`src/rtl/cordic_phase_gen_if.sv`:
```
// Control and angle-stream bundle for cordic_phase_gen.
// The master side is the generator; the slave side is the host/consumer.
interface cordic_phase_gen_if #(
  parameter int N     = 32,
  parameter int CNT_W = 16
) ();
  logic             start;
  logic [31:0]      ftw;
  logic [31:0]      phase_init;
  logic [CNT_W-1:0] burst_len;
  logic             busy;
  logic             done;
  logic [N-1:0]     angle;
  logic             flip;
  logic             valid;
  logic             ready;

  modport master (
    input  start, ftw, phase_init, burst_len, ready,
    output busy, done, angle, flip, valid
  );

  modport slave (
    output start, ftw, phase_init, burst_len, ready,
    input  busy, done, angle, flip, valid
  );
endinterface

```
`src/rtl/cordic_phase_gen.sv`:
```
// Phase-accumulator angle source for a trig-mode CORDIC: fold to [-pi/2, pi/2), scale to CORDIC format.
// Two-stage pipeline (valid 2 cycles after start); output holds while valid & !ready, no bubbles when ready.
module cordic_phase_gen #(
  parameter int N     = 32,
  parameter int CNT_W = 16
) (
  input  logic               clk_i,
  input  logic               rst_i,
  cordic_phase_gen_if.master bus
);
  localparam logic [31:0] K = 32'hC90FDAA2;

  typedef enum logic [1:0] {IDLE, RUN, DRAIN} state_e;
  state_e state_q, state_d;

  logic [31:0]        acc_q, acc_d, ftw_q, ftw_d;
  logic [CNT_W-1:0]   len_q, len_d, issued_q, issued_d, accepted_q, accepted_d;
  logic               s1_vld_q, s1_vld_d, s1_flip_q, s1_flip_d;
  logic signed [31:0] s1_r_q, s1_r_d;
  logic               vld_q, vld_d, flip_q, flip_d;
  logic [N-1:0]       angle_q, angle_d;
  logic               busy_q, busy_d, done_q, done_d;

  logic               s2_load, s1_load, start_ok, issue, last_issue, drained;
  logic signed [64:0] r_ext, k_ext, prod;
  logic [31:0]        a32;
  logic               unused_bits;

  assign s2_load    = !vld_q || bus.ready;
  assign s1_load    = !s1_vld_q || s2_load;
  assign start_ok   = (state_q == IDLE) && bus.start && !done_q;
  assign issue      = (state_q == RUN) && s1_load;
  assign last_issue = issue && ((issued_q + CNT_W'(1)) == len_q);
  assign drained    = (accepted_d == len_q) && !s1_vld_d && !vld_d;

  // Signed r times unsigned K; the >>>32 is the slice, which floors toward -inf.
  assign r_ext       = {{33{s1_r_q[31]}}, s1_r_q};
  assign k_ext       = {33'd0, K};
  assign prod        = r_ext * k_ext;
  assign a32         = prod[63:32];
  assign unused_bits = ^{prod[64], prod[31:0], a32};

  always_ff @(posedge clk_i) begin
    if (rst_i) state_q <= IDLE;
    else       state_q <= state_d;
  end

  always_comb begin
    state_d = state_q;
    case (state_q)
      IDLE:    if (start_ok) state_d = (bus.burst_len == '0) ? DRAIN : RUN;
      RUN:     if (last_issue) state_d = DRAIN;
      DRAIN:   if (drained) state_d = IDLE;
      default: state_d = IDLE;
    endcase
  end

  always_comb begin
    busy_d = busy_q;
    done_d = 1'b0;
    case (state_q)
      IDLE:    if (start_ok) busy_d = 1'b1;
      DRAIN:   if (drained) begin
                 busy_d = 1'b0;
                 done_d = 1'b1;
               end
      default: ;
    endcase
  end

  always_comb begin
    acc_d      = acc_q;
    ftw_d      = ftw_q;
    len_d      = len_q;
    issued_d   = issued_q;
    accepted_d = accepted_q;
    s1_vld_d   = s1_vld_q;
    s1_r_d     = s1_r_q;
    s1_flip_d  = s1_flip_q;
    vld_d      = vld_q;
    angle_d    = angle_q;
    flip_d     = flip_q;

    if (start_ok) begin
      ftw_d      = bus.ftw;
      len_d      = bus.burst_len;
      acc_d      = bus.phase_init;
      issued_d   = '0;
      accepted_d = '0;
    end

    if (vld_q && bus.ready) accepted_d = accepted_q + CNT_W'(1);

    if (s2_load) begin
      vld_d = s1_vld_q;
      if (s1_vld_q) begin
        angle_d = a32[31 -: N];
        flip_d  = s1_flip_q;
      end
    end

    // Quadrants 01/10 are |theta| >= pi/2: subtracting 2^31 is a top-bit flip.
    if (issue) begin
      s1_vld_d  = 1'b1;
      s1_flip_d = acc_q[31] ^ acc_q[30];
      s1_r_d    = (acc_q[31] ^ acc_q[30]) ? {~acc_q[31], acc_q[30:0]} : acc_q;
      acc_d     = acc_q + ftw_q;
      issued_d  = issued_q + CNT_W'(1);
    end else if (s2_load) begin
      s1_vld_d  = 1'b0;
    end
  end

  always_ff @(posedge clk_i) begin
    if (rst_i) begin
      acc_q      <= '0;
      ftw_q      <= '0;
      len_q      <= '0;
      issued_q   <= '0;
      accepted_q <= '0;
      s1_vld_q   <= 1'b0;
      s1_r_q     <= '0;
      s1_flip_q  <= 1'b0;
      vld_q      <= 1'b0;
      angle_q    <= '0;
      flip_q     <= 1'b0;
      busy_q     <= 1'b0;
      done_q     <= 1'b0;
    end else begin
      acc_q      <= acc_d;
      ftw_q      <= ftw_d;
      len_q      <= len_d;
      issued_q   <= issued_d;
      accepted_q <= accepted_d;
      s1_vld_q   <= s1_vld_d;
      s1_r_q     <= s1_r_d;
      s1_flip_q  <= s1_flip_d;
      vld_q      <= vld_d;
      angle_q    <= angle_d;
      flip_q     <= flip_d;
      busy_q     <= busy_d;
      done_q     <= done_d;
    end
  end

  assign bus.busy  = busy_q;
  assign bus.done  = done_q;
  assign bus.valid = vld_q;
  assign bus.angle = angle_q;
  assign bus.flip  = flip_q;
endmodule

```
`src/flat_wrapper.sv`:
```
// flat-port wrapper written by rule: the top's interface ports become plain ports
module cordic_phase_gen_flat 
#(
  parameter int N     = 32,
  parameter int CNT_W = 16
)
  (clk_i, rst_i, bus_start, bus_ftw, bus_phase_init, bus_burst_len, bus_ready, bus_busy, bus_done, bus_angle, bus_flip, bus_valid);
  cordic_phase_gen_if #(.N(N), .CNT_W(CNT_W)) bus_i ();
  input  logic clk_i;
  input  logic rst_i;
  input wire logic [$bits(bus_i.start)-1:0] bus_start;
  input wire logic [$bits(bus_i.ftw)-1:0] bus_ftw;
  input wire logic [$bits(bus_i.phase_init)-1:0] bus_phase_init;
  input wire logic [$bits(bus_i.burst_len)-1:0] bus_burst_len;
  input wire logic [$bits(bus_i.ready)-1:0] bus_ready;
  output wire logic [$bits(bus_i.busy)-1:0] bus_busy;
  output wire logic [$bits(bus_i.done)-1:0] bus_done;
  output wire logic [$bits(bus_i.angle)-1:0] bus_angle;
  output wire logic [$bits(bus_i.flip)-1:0] bus_flip;
  output wire logic [$bits(bus_i.valid)-1:0] bus_valid;
  assign bus_i.start = bus_start;
  assign bus_i.ftw = bus_ftw;
  assign bus_i.phase_init = bus_phase_init;
  assign bus_i.burst_len = bus_burst_len;
  assign bus_i.ready = bus_ready;
  assign bus_busy = bus_i.busy;
  assign bus_done = bus_i.done;
  assign bus_angle = bus_i.angle;
  assign bus_flip = bus_i.flip;
  assign bus_valid = bus_i.valid;
  cordic_phase_gen #(.N(N), .CNT_W(CNT_W)) u_core (.clk_i(clk_i), .rst_i(rst_i), .bus(bus_i));
endmodule
```
`config.mk`:
```
export PLATFORM = sky130hd
export DESIGN_NAME = cordic_phase_gen_flat
export DESIGN_NICKNAME = d
export VERILOG_FILES = /design/src/rtl/cordic_phase_gen_if.sv /design/src/rtl/cordic_phase_gen.sv /design/src/flat_wrapper.sv
export SDC_FILE = /design/constraint.sdc
export NUM_CORES = 2
export LEC_CHECK = 0
export CAP_MARGIN = 15
export CORE_ASPECT_RATIO = 1.2
export CORE_MARGIN = 4
export CORE_UTILIZATION = 30
export CTS_CLUSTER_SIZE = 25
export DETAILED_ROUTE_END_ITERATION = 8
export PLACE_DENSITY_LB_ADDON = 0.12
export SETUP_SLACK_MARGIN = 0.02
export SYNTH_ARGS = -nofsm -noshare
export SYNTH_HDL_FRONTEND = slang
export SYNTH_SLANG_ARGS = --single-unit
```
`constraint.sdc`:
```
create_clock -name clk_i -period 9 [get_ports clk_i]
set_clock_uncertainty 0.15 [all_clocks]
set_input_delay 0.9 -clock clk_i [delete_from_list [all_inputs] [get_ports clk_i]]
set_output_delay 0.9 -clock clk_i [all_outputs]
set_load 0.1 [all_outputs]
```
==> results.toml <==
[final_layout]
multiInputGateArea_um2 = 20840
drive_gt1_share_pct = 3.303
final.fill_count = 9759
commonest_non_fill_non_tap_cell_in_the_layout = "sky130_fd_sc_hd__inv_1"
register_area_um2 = 3685
nNetsFinal = 4154
final_cell_mix = "771 x sky130_fd_sc_hd__inv_1, 420 x sky130_fd_sc_hd__fa_1, 393 x sky130_fd_sc_hd__ha_1, 330 x sky130_fd_sc_hd__nand2_1, 213 x sky130_fd_sc_hd__a21oi_1"
area_growth_syn_to_layout_pct = 12.30

[pwr]
power.internal_uw = 2238
powerDensity_nw_per_um2 = 145.8
combinationalPowerShare_pct = 60.8
power_frac_seq_pct = 20.9
clock_power_share_pct = 18.2
total_switching_power_uw = 2298
swShare_pct = 50.66
cellLeakagePower_uw = 0.01630
ir_worst_vdd_mv = 0.1617

[placed_design]
gp_routability_congestion = 0.8654
io_buffers = 119
hpwl_after_dpl_um = 75200

[yosys]
asyncSetResetFlopFracSynth_pct = 0
synth_flop_cell = "sky130_fd_sc_hd__dfxtp_1"
syn_area_um2 = 27710
ys_warns = 0
ys_seq_elements = 184
yosysUniqueCellTypes = 67
fraction_of_the_yosys_area_taken_by_sequential_cells_pct = 13.29
synth_enable_flop_cells = 0
postSynthAreaPerCell_um2 = 8.774
netlist_instances = 3158
mappedNetlistNets = 4055

[setup_path]
required_ns = 9.27
critical_path_peak_fanout = 13
timing.reg2reg.worst_path_depth = 25
worstReg2RegStart = "u_core.s1_r_q[5]"
regToRegEndpoint = "u_core.bus.angle[28]"
critical_path.endpoint_type = "flop"
timing.setup.critical_path_class = "reg -> reg"
r2r_slack_ns = 0.79
crit_path_start_kind = "flop"
worstPathArrival_ns = 8.48

[sta]
layout_worst_path_cycle_share_pct = 91.27
finalHoldViolations = 0
achievable-frequency_mhz = 121.7
timing.slew.headroom_pct = 24.47
whs_ns = 0.3171
tightest_slew_ns = 1.129
timing_max_transition_violations_final = 0
finalCriticalPeriod_ns = 8.215
totalNegativeSetupSlack_ns = 0
rsz0062_at_grt = "no"
setup-violations-final = 0

[clocking]
tritoncts = "done"
clock_sink_count = 184
clk_path_buf_depth = 2
cts.clk_slew.worst_paths_ns = 0.09
cts.repair.resized = 0
h_tree_depth = 4
cts-hold-fix-buffers = 0
root_buffer = "sky130_fd_sc_hd__clkbuf_16"
clock_insertion_delay_worst_skew_ns = 0.51
postCtsSetupRepairBufs = 0
cts_made_buffers = 17

[drt]
dr.pass1.iters = 5
routed_wl_um = 88730
post_detailed_route_via_to_cell_ratio = 4.653
routed_wl_per_cell_um = 19.71
post-route-drc-count = 0
first_iter_violations = 935
dr_total_vias = 20941
route.antenna.remaining_nets = 0

[grt]
maximum_number_of_pins_on_one_net_before_global_route_repair = 94
via_count_of_the_first_global_routing_pass = 23232
wire_length_of_the_first_global_routing_pass_um = 139300
grt.overflow.total = 0
grt_antenna_before_repair = 2
groute.usage.overall_pct = 18.89

[floorplanning]
initial_utilization_pct = 30.40
die_x_um = 285.4
dieArea_um2 = 97310
design.core.area_um2 = 91140
dieHeight_um = 340.9
design.portCount = 120
placement_rows = 121

[worst_hold_path]
min-delay-path-class = "reg -> reg"
worst_hold_path.num_cells = 2
min_from = "u_core.bus.angle[27]"
end_point_of_the_most_critical_hold_path = "u_core.bus.angle[27]"

[job]
maxCapViolCount = 0

[status]
status = "complete, no violations"
[layer usage]
| metal | routed length [µm] | vias up | track usage (%) |
|---|---|---|---|
| li1 | - | 10193 | - |
| met3 | 2035 | 57 | 1.730 |
| met5 | 0 | - | 0 |
| met1 | 38900 | 10404 | 23.70 |
| met4 | 1647 | 0 | 4.369 |
| met2 | 46150 | 287 | 34.96 |
[power groups by stage]
stage | Sequential, µW | Combinational, µW | Clock [µW]
2_1_floorplan | 1100 | 1760 | 0
3_3_place_gp | 973 | 2810 | 0
3_5_place_dp | 970 | 2780 | 0
4_1_cts | 952 | 2810 | 859
5_1_grt | 958 | 3140 | 881
6_report | 950 | 2760 | 828
[cell type report]
| type | count | share of cell area (%) |
|---|---|---|
| Tap cell | 1230 | 4.946 |
| Clock buffer | 17 | 1.367 |
| Inverter | 773 | 9.325 |
| Timing Repair Buffer | 163 | 4.898 |
| Clock inverter | 15 | 0.6353 |
| Sequential cell | 184 | 11.84 |
| Multi-Input combinational cell | 2118 | 66.98 |
| Antenna cell | 1 | 0.008042 |
[metrics by stage]
step           cell area [µm²]  util [%]  setup WS [ns]  std cells  total power (µW)
5_1_grt                  31120     34.14         0.3553       4501              4979
3_3_place_gp             30480     33.44          1.027       4467              3785
4_1_cts                  31100     34.13         0.7925       4499              4623
3_5_place_dp             30480     33.44         0.8770       4467              3753
2_1_floorplan            27710         -         0.3510       3158              2866
6_report                 31120     34.14         0.7855       4501              4536
[how the worst max path moves through the flow]
stage | from | endpoint | slack [ns]
detailed placement | u_core.s1_r_q[5] | u_core.bus.angle[28] | 0.88
global route | u_core.s1_r_q[2] | u_core.bus.angle[28] | 0.36
global placement | u_core.s1_r_q[2] | u_core.bus.angle[24] | 1.03
floorplan | u_core.s1_r_q[31] | u_core.bus.angle[23] | 0.35
finish | u_core.s1_r_q[5] | u_core.bus.angle[28] | 0.79
CTS | u_core.s1_r_q[5] | u_core.bus.angle[28] | 0.79
[critical path: stages (launching register included)]
cell,delay (ns)
sky130_fd_sc_hd__dfxtp_1,0.78
sky130_fd_sc_hd__ha_1,0.39
sky130_fd_sc_hd__xor2_1,0.19
sky130_fd_sc_hd__ha_1,0.18
sky130_fd_sc_hd__a21o_1,0.17
sky130_fd_sc_hd__fa_1,0.58
sky130_fd_sc_hd__inv_1,0.10
sky130_fd_sc_hd__fa_1,0.53
sky130_fd_sc_hd__inv_1,0.05
sky130_fd_sc_hd__fa_1,0.49
sky130_fd_sc_hd__fa_1,0.42
sky130_fd_sc_hd__fa_1,0.49
sky130_fd_sc_hd__inv_1,0.05
sky130_fd_sc_hd__fa_1,0.49
sky130_fd_sc_hd__inv_1,0.04
sky130_fd_sc_hd__ha_1,0.39
sky130_fd_sc_hd__nand4_1,0.24
sky130_fd_sc_hd__nor4_2,0.51
sky130_fd_sc_hd__o211ai_1,0.19
sky130_fd_sc_hd__a21oi_1,0.43
sky130_fd_sc_hd__nor4b_2,0.10
sky130_fd_sc_hd__buf_4,0.19
sky130_fd_sc_hd__o31ai_1,0.49
sky130_fd_sc_hd__a21oi_1,0.15
sky130_fd_sc_hd__xor2_1,0.16
sky130_fd_sc_hd__o21ai_0,0.15
[registers in the layout (all words and copies together) (netlist names)]
name / count
u_core.bus.flip: 1
u_core.state_q: 2
u_core.len_q: 16
u_core.bus.busy: 1
u_core.bus.done: 1
u_core.s1_vld_q: 1
u_core.s1_flip_q: 1
u_core.issued_q: 16
u_core.s1_r_q: 32
u_core.accepted_q: 16
u_core.ftw_q: 32
u_core.bus.valid: 1
u_core.acc_q: 32
u_core.bus.angle: 32
[cells by family (layout without fill, tap and decap cells)]
logic type / after synthesis / count (layout) / share of synthesized area, %
compound gates: 492 / 492 / 10.99
buf+inv: 856 / 968 / 11.62
simple gates: 655 / 655 / 10.92
xor+xnor: 145 / 145 / 4.583
other cells: 0 / 1 / 0
flops: 184 / 184 / 13.29
mux: 13 / 13 / 0.5012
fa+ha+maj: 813 / 813 / 48.09
[cells in the mapped netlist, types with 8 or more instances]
cell type	count	area share, %
sky130_fd_sc_hd__a211oi_1	12	0.33
sky130_fd_sc_hd__a21o_1	62	1.7
sky130_fd_sc_hd__a21oi_1	214	3.9
sky130_fd_sc_hd__a221oi_1	8	0.25
sky130_fd_sc_hd__a311oi_1	19	0.60
sky130_fd_sc_hd__a31oi_1	20	0.45
sky130_fd_sc_hd__and2_1	20	0.45
sky130_fd_sc_hd__and3_1	15	0.34
sky130_fd_sc_hd__buf_1	11	0.15
sky130_fd_sc_hd__clkbuf_1	67	0.91
sky130_fd_sc_hd__dfxtp_1	184	13
sky130_fd_sc_hd__fa_1	420	30
sky130_fd_sc_hd__ha_1	393	18
sky130_fd_sc_hd__inv_1	772	10
sky130_fd_sc_hd__nand2_1	330	4.5
sky130_fd_sc_hd__nand2b_1	10	0.23
sky130_fd_sc_hd__nand3_1	55	0.99
sky130_fd_sc_hd__nand4_1	27	0.61
sky130_fd_sc_hd__nor2_1	98	1.3
sky130_fd_sc_hd__nor2b_1	13	0.29
sky130_fd_sc_hd__nor3_1	24	0.43
sky130_fd_sc_hd__nor4_1	17	0.38
sky130_fd_sc_hd__o211ai_1	13	0.35
sky130_fd_sc_hd__o21a_1	13	0.35
sky130_fd_sc_hd__o21ai_0	72	1.3
sky130_fd_sc_hd__o21bai_1	10	0.27
sky130_fd_sc_hd__or3_1	8	0.18
sky130_fd_sc_hd__xnor2_1	92	2.9
sky130_fd_sc_hd__xor2_1	53	1.7
No activity file was read; power rests on OpenSTA's default activity.
